### config.mk
export PLATFORM = sky130hd
export DESIGN_NAME = qspi_ram_arbiter
export DESIGN_NICKNAME = d
export VERILOG_FILES = /design/src/rtl/qspi_arb_pkg.sv /design/src/rtl/qspi_arb_rd_pipe.sv /design/src/rtl/qspi_ram_arbiter.sv
export SDC_FILE = /design/constraint.sdc
export NUM_CORES = 1
export LEC_CHECK = 0
export CELL_PAD_IN_SITES_DETAIL_PLACEMENT = 1
export CELL_PAD_IN_SITES_GLOBAL_PLACEMENT = 1
export CORE_UTILIZATION = 30
export CTS_BUF_LIST = sky130_fd_sc_hd__clkbuf_4
export DETAILED_ROUTE_END_ITERATION = 12
export GPL_TIMING_DRIVEN = 0
export PLACE_DENSITY_LB_ADDON = 0.1
export SLEW_MARGIN = 10
export SYNTH_ARGS = -nofsm -noshare
export SYNTH_HDL_FRONTEND = slang
export SYNTH_SLANG_ARGS = --single-unit
### constraint.sdc
create_clock -name I_clk -period 2.5 [get_ports I_clk]
set_input_delay 0.5 -clock I_clk [delete_from_list [all_inputs] [get_ports I_clk]]
set_output_delay 0.5 -clock I_clk [all_outputs]
set_load 0.02 [all_outputs]
### src/rtl/qspi_arb_pkg.sv
// qspi_arb_pkg: shared state encoding, port indices and read-tag type for the
// QSPI / local-writer RAM arbiter.
package qspi_arb_pkg;

  typedef enum logic [1:0] {
    IDLE = 2'd0,
    OWN0 = 2'd1,
    OWN1 = 2'd2
  } arb_state_e;

  localparam logic PORT_HOST  = 1'b0;
  localparam logic PORT_LOCAL = 1'b1;

  localparam int WAIT_W = 8;

  typedef struct packed {
    logic valid;
    logic port;
  } rd_tag_t;

endpackage

### src/rtl/qspi_arb_rd_pipe.sv
// qspi_arb_rd_pipe: read-tag shift register matched to the registered command
// stage plus RAM latency, and the read-data demux back to the issuing port.
module qspi_arb_rd_pipe
  import qspi_arb_pkg::*;
#(
  parameter int DATA_W     = 8,
  parameter int RAM_RD_LAT = 1
) (
  input  logic              I_clk,
  input  logic              I_rst_n,
  input  logic              I_push,
  input  logic              I_port,
  input  logic [DATA_W-1:0] I_ram_rdata,
  output logic              O_rvalid0,
  output logic              O_rvalid1,
  output logic [DATA_W-1:0] O_rdata0,
  output logic [DATA_W-1:0] O_rdata1
);

  localparam int DEPTH = RAM_RD_LAT + 1;

  rd_tag_t [DEPTH-1:0] pipe_r;
  rd_tag_t             push_tag_s;
  rd_tag_t             head_s;

  // Build the tag for the beat accepted this cycle.
  always_comb begin
    push_tag_s.valid = I_push;
    push_tag_s.port  = I_port;
  end

  // Tag shift register; reset drops every in-flight read.
  always_ff @(posedge I_clk or negedge I_rst_n) begin
    if (!I_rst_n) begin
      pipe_r <= {DEPTH{2'b00}};
    end else begin
      pipe_r <= {pipe_r[DEPTH-2:0], push_tag_s};
    end
  end

  assign head_s = pipe_r[DEPTH-1];

  // Route returning RAM data to the port that issued the read.
  always_comb begin
    O_rvalid0 = 1'b0;
    O_rvalid1 = 1'b0;
    O_rdata0  = {DATA_W{1'b0}};
    O_rdata1  = {DATA_W{1'b0}};
    if (head_s.valid && (head_s.port == PORT_HOST)) begin
      O_rvalid0 = 1'b1;
      O_rdata0  = I_ram_rdata;
    end else if (head_s.valid) begin
      O_rvalid1 = 1'b1;
      O_rdata1  = I_ram_rdata;
    end else begin
      O_rvalid0 = 1'b0;
      O_rvalid1 = 1'b0;
    end
  end

endmodule

### src/rtl/qspi_ram_arbiter.sv
// qspi_ram_arbiter: shares one single-port RAM between the QSPI host (port 0)
// and the local frame writer (port 1). Optional stats outputs: QSPI_ARB_STATS_EN.
module qspi_ram_arbiter
  import qspi_arb_pkg::*;
#(
  parameter int ADDR_W     = 32,
  parameter int DATA_W     = 8,
  parameter int RAM_RD_LAT = 1,
  parameter int MAX_WAIT   = 16
) (
  input  logic              I_clk,
  input  logic              I_rst_n,
  input  logic              I_req0,
  input  logic              I_req1,
  input  logic              I_we0,
  input  logic              I_we1,
  input  logic              I_lock0,
  input  logic              I_lock1,
  input  logic [ADDR_W-1:0] I_addr0,
  input  logic [ADDR_W-1:0] I_addr1,
  input  logic [DATA_W-1:0] I_wdata0,
  input  logic [DATA_W-1:0] I_wdata1,
  output logic              O_gnt0,
  output logic              O_gnt1,
  output logic              O_rvalid0,
  output logic              O_rvalid1,
  output logic [DATA_W-1:0] O_rdata0,
  output logic [DATA_W-1:0] O_rdata1,
  output logic              O_ram_en,
  output logic              O_ram_we,
  output logic [ADDR_W-1:0] O_ram_addr,
  output logic [DATA_W-1:0] O_ram_wdata,
  input  logic [DATA_W-1:0] I_ram_rdata
`ifdef QSPI_ARB_STATS_EN
  ,
  output logic [31:0]       O_gnt_cnt0,
  output logic [31:0]       O_gnt_cnt1,
  output logic [15:0]       O_force_cnt
`endif
);

  localparam logic [WAIT_W-1:0] MAX_WAIT_C = WAIT_W'(MAX_WAIT);

  arb_state_e        state_r, state_s;
  logic [WAIT_W-1:0] wait0_r, wait1_r;
  logic              aged0_s, aged1_s;
  logic              gnt0_s, gnt1_s;
  logic              rd_push_s, rd_port_s;

  // A port is aged only while it is still asking.
  assign aged0_s = I_req0 && (wait0_r == MAX_WAIT_C);
  assign aged1_s = I_req1 && (wait1_r == MAX_WAIT_C);

  // Grant selection and next-state decision.
  always_comb begin
    gnt0_s  = 1'b0;
    gnt1_s  = 1'b0;
    state_s = state_r;
    case (state_r)
      IDLE: begin
        if (I_req0 && !aged1_s) begin
          gnt0_s = 1'b1;
        end else if (I_req1) begin
          gnt1_s = 1'b1;
        end else begin
          gnt0_s = 1'b0;
          gnt1_s = 1'b0;
        end
        if (gnt0_s && I_lock0) begin
          state_s = OWN0;
        end else if (gnt1_s && I_lock1) begin
          state_s = OWN1;
        end else begin
          state_s = IDLE;
        end
      end
      OWN0: begin
        gnt0_s = I_req0;
        // Release, end of burst, or the other port aged out: beat still granted.
        if (!I_req0 || !I_lock0 || aged1_s) begin
          state_s = IDLE;
        end else begin
          state_s = OWN0;
        end
      end
      OWN1: begin
        gnt1_s = I_req1;
        if (!I_req1 || !I_lock1 || aged0_s) begin
          state_s = IDLE;
        end else begin
          state_s = OWN1;
        end
      end
      default: begin
        state_s = IDLE;
      end
    endcase
  end

  // Grants are forced low while reset is asserted.
  assign O_gnt0 = gnt0_s & I_rst_n;
  assign O_gnt1 = gnt1_s & I_rst_n;

  // Arbitration state register.
  always_ff @(posedge I_clk or negedge I_rst_n) begin
    if (!I_rst_n) begin
      state_r <= IDLE;
    end else begin
      state_r <= state_s;
    end
  end

  // Per-port wait counters: count denied cycles, saturate at MAX_WAIT.
  always_ff @(posedge I_clk or negedge I_rst_n) begin
    if (!I_rst_n) begin
      wait0_r <= {WAIT_W{1'b0}};
      wait1_r <= {WAIT_W{1'b0}};
    end else begin
      if (!I_req0 || gnt0_s) begin
        wait0_r <= {WAIT_W{1'b0}};
      end else if (wait0_r != MAX_WAIT_C) begin
        wait0_r <= wait0_r + 8'd1;
      end else begin
        wait0_r <= wait0_r;
      end
      if (!I_req1 || gnt1_s) begin
        wait1_r <= {WAIT_W{1'b0}};
      end else if (wait1_r != MAX_WAIT_C) begin
        wait1_r <= wait1_r + 8'd1;
      end else begin
        wait1_r <= wait1_r;
      end
    end
  end

  // Registered RAM command, one cycle per accepted beat.
  always_ff @(posedge I_clk or negedge I_rst_n) begin
    if (!I_rst_n) begin
      O_ram_en    <= 1'b0;
      O_ram_we    <= 1'b0;
      O_ram_addr  <= {ADDR_W{1'b0}};
      O_ram_wdata <= {DATA_W{1'b0}};
    end else if (gnt0_s) begin
      O_ram_en    <= 1'b1;
      O_ram_we    <= I_we0;
      O_ram_addr  <= I_addr0;
      O_ram_wdata <= I_wdata0;
    end else if (gnt1_s) begin
      O_ram_en    <= 1'b1;
      O_ram_we    <= I_we1;
      O_ram_addr  <= I_addr1;
      O_ram_wdata <= I_wdata1;
    end else begin
      O_ram_en    <= 1'b0;
      O_ram_we    <= 1'b0;
      O_ram_addr  <= {ADDR_W{1'b0}};
      O_ram_wdata <= {DATA_W{1'b0}};
    end
  end

  assign rd_push_s = (gnt0_s && !I_we0) || (gnt1_s && !I_we1);
  assign rd_port_s = gnt1_s ? PORT_LOCAL : PORT_HOST;

  qspi_arb_rd_pipe #(
    .DATA_W     (DATA_W),
    .RAM_RD_LAT (RAM_RD_LAT)
  ) u_rd_pipe (
    .I_clk       (I_clk),
    .I_rst_n     (I_rst_n),
    .I_push      (rd_push_s),
    .I_port      (rd_port_s),
    .I_ram_rdata (I_ram_rdata),
    .O_rvalid0   (O_rvalid0),
    .O_rvalid1   (O_rvalid1),
    .O_rdata0    (O_rdata0),
    .O_rdata1    (O_rdata1)
  );

`ifdef QSPI_ARB_STATS_EN
  logic [31:0] gnt_cnt0_r, gnt_cnt1_r;
  logic [15:0] force_cnt_r;
  logic        force_s;

  // A forced break is a locked beat cut short because the other port aged out.
  assign force_s = ((state_r == OWN0) && I_req0 && I_lock0 && aged1_s) ||
                   ((state_r == OWN1) && I_req1 && I_lock1 && aged0_s);

  // Accepted-beat and forced-break counters, wrapping on overflow.
  always_ff @(posedge I_clk or negedge I_rst_n) begin
    if (!I_rst_n) begin
      gnt_cnt0_r  <= 32'd0;
      gnt_cnt1_r  <= 32'd0;
      force_cnt_r <= 16'd0;
    end else begin
      gnt_cnt0_r  <= gnt0_s  ? gnt_cnt0_r + 32'd1  : gnt_cnt0_r;
      gnt_cnt1_r  <= gnt1_s  ? gnt_cnt1_r + 32'd1  : gnt_cnt1_r;
      force_cnt_r <= force_s ? force_cnt_r + 16'd1 : force_cnt_r;
    end
  end

  assign O_gnt_cnt0  = gnt_cnt0_r;
  assign O_gnt_cnt1  = gnt_cnt1_r;
  assign O_force_cnt = force_cnt_r;
`endif

endmodule
# --- Yosys cells after proc, flatten, opt, wreduce, memory -nomap -nowiden ---
# Cells that the tools add are included.
totals:
  regBits: 64
  inputBits: 96
  out_inout_bits: 62
  wordCells: 77
op_classes:
  addsub: 2
  n_eq_ne: 6
  mux: 30
  bitwise_logic: 3
  n_reduce_logical: 25
op_table:
  columns: ["cell", "n"]
  rows:
  - ["$mux 8", 9]
  - ["$mux 32", 2]
  - ["$add 8x1->8 const B", 2]
  - ["$eq 8x5->1 const B", 2]
  - ["$ne 8x5->1 const B", 2]
  - ["$mux 1", 13]
  - ["$logic_and 1x1->1", 8]
  - ["$logic_not 1->1", 7]
  - ["$logic_or 1x1->1", 7]
  - ["$mux 2", 3]
  - ["$pmux 2 s3", 1]
  - ["$pmux 1 s2", 2]
  - ["$reduce_bool 2->1", 2]
  - ["$and 1x1->1", 2]
  - ["$eq 2x1->1 const B", 1]
  - ["$eq 2x2->1 const B", 1]
  - ["$logic_not 2->1", 1]
  - ["$not 1->1", 1]

# --- Depth between registers and ports, before layout ---
# Gate-level depths: netlist of the first run.
depth:
  depth_word: 10
  ltp_mapped: 6
  ltp_nobuf: 5

# --- Hierarchy ---
# A second synthesis of the first run with hierarchy kept.
hier_totals:
  cells_unflattened: 242
  area_unflattened_um2: 2902.8
by_module_without_submodules:
  columns: ["mod", "n_inst", "cells_each", "area_each_um2", "seq_area_each_um2"]
  rows:
  - ["qspi_ram_arbiter", 1, 218, 2645.0, 1501.4]
  - ["qspi_arb_rd_pipe", 1, 24, 257.7, 100.1]

# --- Worst setup path after synthesis of the first run ---
# OpenSTA, ideal clock, no wires.
synth_timing:
  kind: "register to output"
  from: "register wait1_r[0]"
  to: "output O_gnt1"
  arrival_ns: 1.813
  required_time_ns: 2.000
  path_slack_ns: 0.187
  stages_incl_launch_ff: 6
  path_cell_list: "dfrtp_1 -> inv_1 -> ha_1 -> or4bb_4 -> o21ai_1 -> and3_1"
synth_between:
  elab_chain_cells: 8
synth_lines:
  columns: ["item", "line_no", "source"]
  rows:
  - ["start: declaration", "qspi_ram_arbiter.sv:45", "logic [WAIT_W-1:0] wait0_r, wait1_r;"]
  - ["start signal: assignment", "qspi_ram_arbiter.sv:117", "wait1_r <= {WAIT_W{1'b0}};"]
  - ["start signal: assignment", "qspi_ram_arbiter.sv:127", "wait1_r <= {WAIT_W{1'b0}};"]
  - ["start signal: assignment", "qspi_ram_arbiter.sv:129", "wait1_r <= wait1_r + 8'd1;"]
  - ["$eq 8x5->1", "qspi_ram_arbiter.sv:52", "assign aged1_s = I_req1 && (wait1_r == MAX_WAIT_C);"]
  - ["$logic_and 1x1->1", "qspi_ram_arbiter.sv:52", null]
  - ["$logic_not 1->1", "qspi_ram_arbiter.sv:61", "if (I_req0 && !aged1_s) begin"]
  - ["$logic_and 1x1->1", "qspi_ram_arbiter.sv:61", null]
  - ["$mux 1", "qspi_ram_arbiter.sv:61", null]
  - ["$mux 1", "qspi_ram_arbiter.sv:59", "case (state_r)"]
  - ["$pmux 1 s2", "qspi_ram_arbiter.sv:59", null]
  - ["$and 1x1->1", "qspi_ram_arbiter.sv:102", "assign O_gnt1 = gnt1_s & I_rst_n;"]
  - ["end: declaration", "qspi_ram_arbiter.sv:24", "output logic O_gnt1,"]
# Every way passes these cells. The select of a mux whose other input is x is not followed.

# --- Worst setup path after layout of the first run ---
layout_timing:
  from: "register wait1_r[3]"
  to: "output O_gnt0"
layout_between:
  elab_chain_cells: 8
layout_lines:
  columns: ["item", "line_no", "source"]
  rows:
  - ["$eq 8x5->1", "qspi_ram_arbiter.sv:52", null]
  - ["$logic_and 1x1->1", "qspi_ram_arbiter.sv:52", null]
  - ["$logic_not 1->1", "qspi_ram_arbiter.sv:61", null]
  - ["$logic_and 1x1->1", "qspi_ram_arbiter.sv:61", null]
  - ["$mux 1", "qspi_ram_arbiter.sv:61", null]
  - ["$mux 1", "qspi_ram_arbiter.sv:59", null]
  - ["$pmux 1 s2", "qspi_ram_arbiter.sv:59", null]
  - ["$and 1x1->1", "qspi_ram_arbiter.sv:101", "assign O_gnt0 = gnt0_s & I_rst_n;"]
  - ["end: declaration", "qspi_ram_arbiter.sv:23", "output logic O_gnt0,"]
# Every way passes these cells. The select of a mux whose other input is x is not followed.

==> summary.md, run 1 <==
| Metric | Value |
|---|---|
| Setup ws final | -94.4 ps |
| LEAKAGE | 2.16 nW |
| Number of synthesis warnings | 0 |
| Crit path buf inv count | 1 |
| Pin count of the biggest net entering global routing | 40 |
| Most used flip-flop cell after synthesis | dfrtp_1 |
| Syn Area/Cell | 10.8 um2 |
| Met3 Routed Length | 927 um |
| Final Cycle Share | 104% |
| Met2 WL | 4920 um |
| Die area | 10300 um2 |
| Post-synth top area share | 53.7% |
| RSZ-0062 raised after global routing | true |
| Crit-path cells | or4b_4, o31a_4, and2_4, buf_6 |
| WL/cell | 15.9 um |
| Maximum clock rate | 0.385 GHz |
| Failing checks | negative setup slack |
| Clock-pin slew on the worst setup and hold paths | 100 ps |
| Iter 0 DRT Violations | 56 |
| Drt pass-1 iters | 4 |
| Synth area leader | dfrtp_1 |
| Rows | 36 |
| Synth area leaders | dfrtp_1, o2bb2ai_1, nand2_1 |
| CP startpoint kind | flip-flop |
| Post-layout minimum cycle time | 2590 ps |
| Initial antenna violation count | 0 |
| WL met1 | 3500 um |
| H-tree depth | 3 |
| Share of cells above drive strength 1 | 12.8% |
| Pwr dens | 486 nW/um2 |
| Syn nets | 375 |
| Critical Path Slowest Stage Cell | or4b_4 |
| Status | finished with violations |
| Routed Antenna Nets | 0 |
| Peak supply drop | 0.225 mV |
| Relative slew slack | 48.0% |
| Number of synthesized flops with an enable pin | 0 |
| Drt via density | 4.79 |
| Synth Register Bits | 64 |
| Most common cell in the synthesized netlist | dfrtp_1 |
| Critical path's top delay family | simple AND/OR/NAND/NOR gates |
| DIE WIDTH | 102 um |
| Root Driver | clkbuf_4 |
| Syn Inst Count | 275 |
| Final setup fails | 2 |
| Clock Path Buffers | 2 |
| Fillcell total | 1101 |
| First-pass GRT wire length | 14800 um |
| Synth unique cells | 44 |
| Core area | 9680 um2 |
| Worst EP arrival | 2090 ps |
| Slew of the pin with the lowest slew margin | 781 ps |
| Post-Syn Area | 2980 um2 |
| Height of the die | 102 um |
| Synth-to-Final Area Change | 68.2% |
| Setup Crit Path Kind | flip-flop to primary output |
| Worst Setup End Kind | primary output |
| Gpl congestion | 0.769 |
| Ant diodes | 0 |
| Critical path peak fanout | 6 |
| DP HPWL | 7080 um |
| Vias | 2850 |
| Worst hold slack | 350 ps |
| Initial core utilization | 30.8% |
| Critical path required time | 2000 ps |
| Setup TNS | -145 ps |
| Layout Nets | 557 |
| Sequential area share after synthesis | 53.7% |
| CTS buffer count | 9 |
| IO Pins | 158 |
| MaxCap Viol Count | 0 |
| CTS tree | built |
| Clock sink count | 64 |
| Total Routing Usage GR | 19.1% |
| Slew Limit Fails | 0 |
| WL final | 9490 um |
| Top routing layer used | met4 |
| Vias in the first global route | 2981 |
| Final Hold Fails | 0 |
| Grt ovf | 0 |
| PortBufs | 157 |
| Min-Delay Path Class | flip-flop to flip-flop |
| Post-synth top cells | dfrtp_1, nand2_1, o2bb2ai_1 |
| FFs w/ async S/R, synth | 100% |
| Skew-Pair Late Insertion Delay | 400 ps |
| Slowest stage delay, CP | 600 ps |
| Residual DRC | 0 |
| Clk_skew | 12.0 ps |
[flip-flops by register name, indices dropped and copies added (netlist names)]
register / flops
u_rd_pipe.pipe_r: 2
O_ram_addr: 32
wait0_r: 8
wait1_r: 8
u_rd_pipe.head_s: 2
O_ram_wdata: 8
O_ram_en: 1
state_r: 2
O_ram_we: 1
[logic make-up after synthesis]
group           Yosys count  share of synthesized area [%]
compound gates           74                           20.3
xor+xnor                  5                           1.47
fa+ha+maj                 4                           1.68
buf+inv                  25                           4.70
flops                    64                           53.7
simple gates            103                           18.1
[per-stage QoR]
step | total power, mW | instances | util (%) | setup WS [ps] | instance area (um2)
floorplan | 1.39 | 275 | - | 187 | 2980
global placement | 1.75 | 565 | 48.7 | -2310 | 4720
detailed placement | 1.77 | 566 | 48.9 | -1010 | 4740
CTS | 2.49 | 593 | 51.4 | -120 | 4980
global route | 2.58 | 595 | 51.8 | -179 | 5020
finish | 2.44 | 595 | 51.8 | -94.4 | 5020
[path summary, 6_finish.rpt]
check | startpoint | to | slack, ps | cells after the start
max | wait1_r[3] | O_gnt0 | -90 | 4
min | u_rd_pipe.pipe_r[0] | u_rd_pipe.head_s[0] | 350 | 0
max reg2reg | wait1_r[2] | u_rd_pipe.pipe_r[0] | 440 | 6
min reg2reg | u_rd_pipe.pipe_r[0] | u_rd_pipe.head_s[0] | 350 | 0
max in group asynchronous | I_rst_n | O_ram_addr[17] | 830 | 3
min in group asynchronous | I_rst_n | O_ram_en | 520 | 2
[power by group]
group / switching, mW / internal [mW] / total, mW
registers: 0.0257 / 1.10 / 1.13
logic: 0.288 / 0.341 / 0.629
clock network: 0.364 / 0.319 / 0.683
total: 0.678 / 1.76 / 2.44
[worst register-to-register path, stage by stage (launching register included)]
cell      delay [ps]
dfrtp_1          390
buf_6            120
buf_4            150
nor4b_1          590
a21boi_2         270
buf_2            270
nor2_1           180
[metal layers]
| metal | track usage, % | up-vias |
|---|---|---|
| met2 | 34.3 | 99 |
| met4 | 7.25 | 0 |
| met5 | 0 | - |
| met1 | 19.4 | 1376 |
| li1 | - | 1363 |
| met3 | 8.83 | 12 |
[cell type report]
| class | count | area, um2 | area share, % |
|---|---|---|---|
| plain buffers | 16 | 108 | 2.15 |
| clock buffers | 11 | 82.6 | 1.65 |
| clock inverters | 5 | 47.5 | 0.948 |
| inverters | 9 | 33.8 | 0.673 |
| multi-input cells | 186 | 1270 | 25.2 |
| flip-flops and latches | 64 | 1610 | 32.0 |
| well taps | 133 | 166 | 3.32 |
| repair buffers | 171 | 1710 | 34.0 |
[repair_timing]
item,in CTS,in global routing
setup endpoints to repair,11,9
gates resized for setup,24,8
hold endpoints to repair,9,0
hold buffers,2,0
pin swaps,4,0
setup buffers,9,2
[cell usage in the layout (no fill, tap or decap), types with 4 or more instances in the layout]
master           synthesis  layout
clkdlybuf4s50_1          0     145
dfrtp_1                 64      60
nand2_1                 47      47
o2bb2ai_1               38      38
buf_4                    1      14
clkbuf_4                 0      11
and2_1                  10      10
and3_1                   9       9
o21ai_0                  9       9
nand3_1                  9       9
dlymetal6s2s_1           0       7
inv_1                    8       6
buf_6                    5       6
or3_1                    6       6
a21oi_1                  6       6
clkbuf_1                 6       5
xor2_1                   5       5
buf_2                    4       4
dfrtp_2                  0       4
Note: power is estimated with default switching activity, not from simulation.
==> run 2, diff against run 1 <==
--- a/config.mk
+++ b/config.mk
@@ -12,6 +12,7 @@
 export DETAILED_ROUTE_END_ITERATION = 12
 export GPL_TIMING_DRIVEN = 0
 export PLACE_DENSITY_LB_ADDON = 0.1
+export SKIP_LAST_GASP = 1
 export SLEW_MARGIN = 10
 export SYNTH_ARGS = -nofsm -noshare
 export SYNTH_HDL_FRONTEND = slang
==> summary.md, run 2 (same netlist as run 1, synthesis figures left out) <==
| Metric | Value |
|---|---|
| Root Driver | clkbuf_4 |
| Skew-Pair Late Insertion Delay | 410 ps |
| Hold Startpoint | u_rd_pipe.pipe_r[0] |
| Status | finished with violations |
| Fillcell total | 1101 |
| Routed Antenna Nets | 0 |
| Iter 0 DRT Violations | 76 |
| First-pass GRT wire length | 14700 um |
| Ant diodes | 0 |
| Slew of the pin with the lowest slew margin | 764 ps |
| Largest Register | O_ram_addr |
| Total Routing Usage GR | 19.0% |
| Most frequent cells in the layout | clkdlybuf4s50_1, dfrtp_1, nand2_1 |
| MaxCap Viol Count | 0 |
| Drt pass-1 iters | 4 |
| Setup Crit Path Kind | flip-flop to primary output |
| Maximum clock rate | 0.384 GHz |
| Switching pwr | 0.677 mW |
| Worst EP arrival | 2100 ps |
| DP HPWL | 7080 um |
| CTS buffer count | 9 |
| Synth-to-Final Area Change | 67.9% |
| Clk_skew | 12.2 ps |
| DIE WIDTH | 102 um |
| Final Cycle Share | 104% |
| Drt via density | 4.79 |
| H-tree depth | 3 |
| Failing checks | negative setup slack |
| Setup ws final | -101 ps |
| PortBufs | 157 |
| Initial core utilization | 30.8% |
| R2R depth | 5 |
| Placed insts | 566 |
| Worst Hold Depth | 0 |
| Internal | 1.76 mW |
| Vias in the first global route | 2965 |
| Height of the die | 102 um |
| Max FFs per register | 32 |
| RSZ-0062 raised after global routing | true |
| Final Hold Fails | 0 |
| Grt ovf | 0 |
| Relative slew slack | 49.1% |
| IO Pins | 158 |
| Initial antenna violation count | 0 |
| Clock Path Buffers | 2 |
| Gpl congestion | 0.769 |
| Critical path required time | 2000 ps |
| Share of cells above drive strength 1 | 12.6% |
| Clock sink count | 64 |
| Vias | 2844 |
| Final setup fails | 2 |
| Pwr Total | 2.44 mW |
| Commonest non-fill, non-tap cell in the layout | clkdlybuf4s50_1 |
| LEAKAGE | 2.15 nW |
| Sw frac | 27.8% |
| Sequential share of power | 46.2% |
| Critical path peak fanout | 4 |
| Clock power frac | 28.0% |
| Die area | 10300 um2 |
| Residual DRC | 0 |
| Peak supply drop | 0.224 mV |
| Worst hold endpoint | u_rd_pipe.head_s[0] |
| WL/cell | 15.8 um |
| Min-Delay Path Class | flip-flop to flip-flop |
| Slew Limit Fails | 0 |
| Final core utilization | 51.7% |
| Layout Nets | 556 |
| Post-layout minimum cycle time | 2600 ps |
| FF-to-FF End | wait0_r[0] |
| WL final | 9390 um |
| Worst Setup End Kind | primary output |
| Pwr dens | 487 nW/um2 |
| Cell Count, Final, Fillers Out | 594 |
| Clock-pin slew on the worst setup and hold paths | 100 ps |
| CTS tree | built |
| CP startpoint kind | flip-flop |
| Logic pwr share | 25.7% |
| Worst R2R Start | wait1_r[2] |
| Rows | 36 |
| Core area | 9680 um2 |
| R2R Setup Slk | 450 ps |
| Pin count of the biggest net entering global routing | 40 |
==> run 2: changes by cell type in the layout (fill, tap and decap cells not counted), sizes merged <==
| cell | change |
|---|---|
| buf | -1 |
==> run 2: metrics by stage <==
step           TNS, ps  setup slack (ps)  hold slack [ps]  cell area (um2)
6_report          -141              -101              350             5010
3_3_place_gp    -90390             -2310              335             4720
5_1_grt           -305              -189              370             5010
2_1_floorplan        0               187              204             2980
3_5_place_dp     -1720             -1010              336             4740
4_1_cts           -188              -120              355             4980
==> run 2: repair_timing <==
action / 4_1_cts / 5_1_grt
endpoints found under the hold margin: 9 / 0
hold buffers: 2 / 0
setup buffers: 9 / 1
cloned: 0 / 0
pin swaps: 4 / 0
endpoints found under the setup margin: 11 / 9
resized for setup: 23 / 9
==> run 2: area by class of cell <==
type / count / area [um2] / share of cell area, %
Timing Repair Buffer: 170 / 1700 / 33.9
Buffer: 16 / 108 / 2.15
Sequential cell: 64 / 1610 / 32.1
Multi-Input combinational cell: 186 / 1270 / 25.3
Tap cell: 133 / 166 / 3.32
Clock buffer: 11 / 82.6 / 1.65
Clock inverter: 5 / 47.5 / 0.949
Inverter: 9 / 33.8 / 0.674
==> run 2: worst max-delay path by stage <==
| stage | to | cells after the start | slack, ps | from |
|---|---|---|---|---|
| global placement | O_gnt0 | 3 | -2310 | I_rst_n |
| detailed placement | O_gnt1 | 5 | -1010 | I_req1 |
| global route | O_gnt0 | 6 | -190 | wait1_r[0] |
| finish | O_gnt0 | 6 | -100 | wait1_r[0] |
| floorplan | O_gnt1 | 5 | 190 | wait1_r[0] |
| CTS | O_gnt0 | 6 | -120 | wait1_r[0] |
==> run 2: worst max-delay path: stages, from the launching register on <==
cell and delay [ps]:
dfrtp_2 420, inv_2 80, ha_4 120, or4bb_4 500
o31a_4 300, and2_4 160, buf_6 120
==> run 2: power groups by stage <==
stage	clock network [mW]	registers, mW	logic (mW)
after global placement	0	1.15	0.602
after detailed placement	0	1.15	0.616
final	0.684	1.13	0.627
after floorplan	0	1.22	0.167
after CTS	0.721	1.13	0.638
after global routing	0.767	1.14	0.673
==> run 2: routing by layer <==
| layer | part of all wire [%] | routed length, um | track usage [%] |
|---|---|---|---|
| met1 | 37 | 3510 | 19.5 |
| met2 | 51 | 4770 | 33.5 |
| met3 | 10 | 940 | 8.83 |
| met4 | 1.8 | 171 | 7.25 |
| met5 | 0 | 0 | 0 |
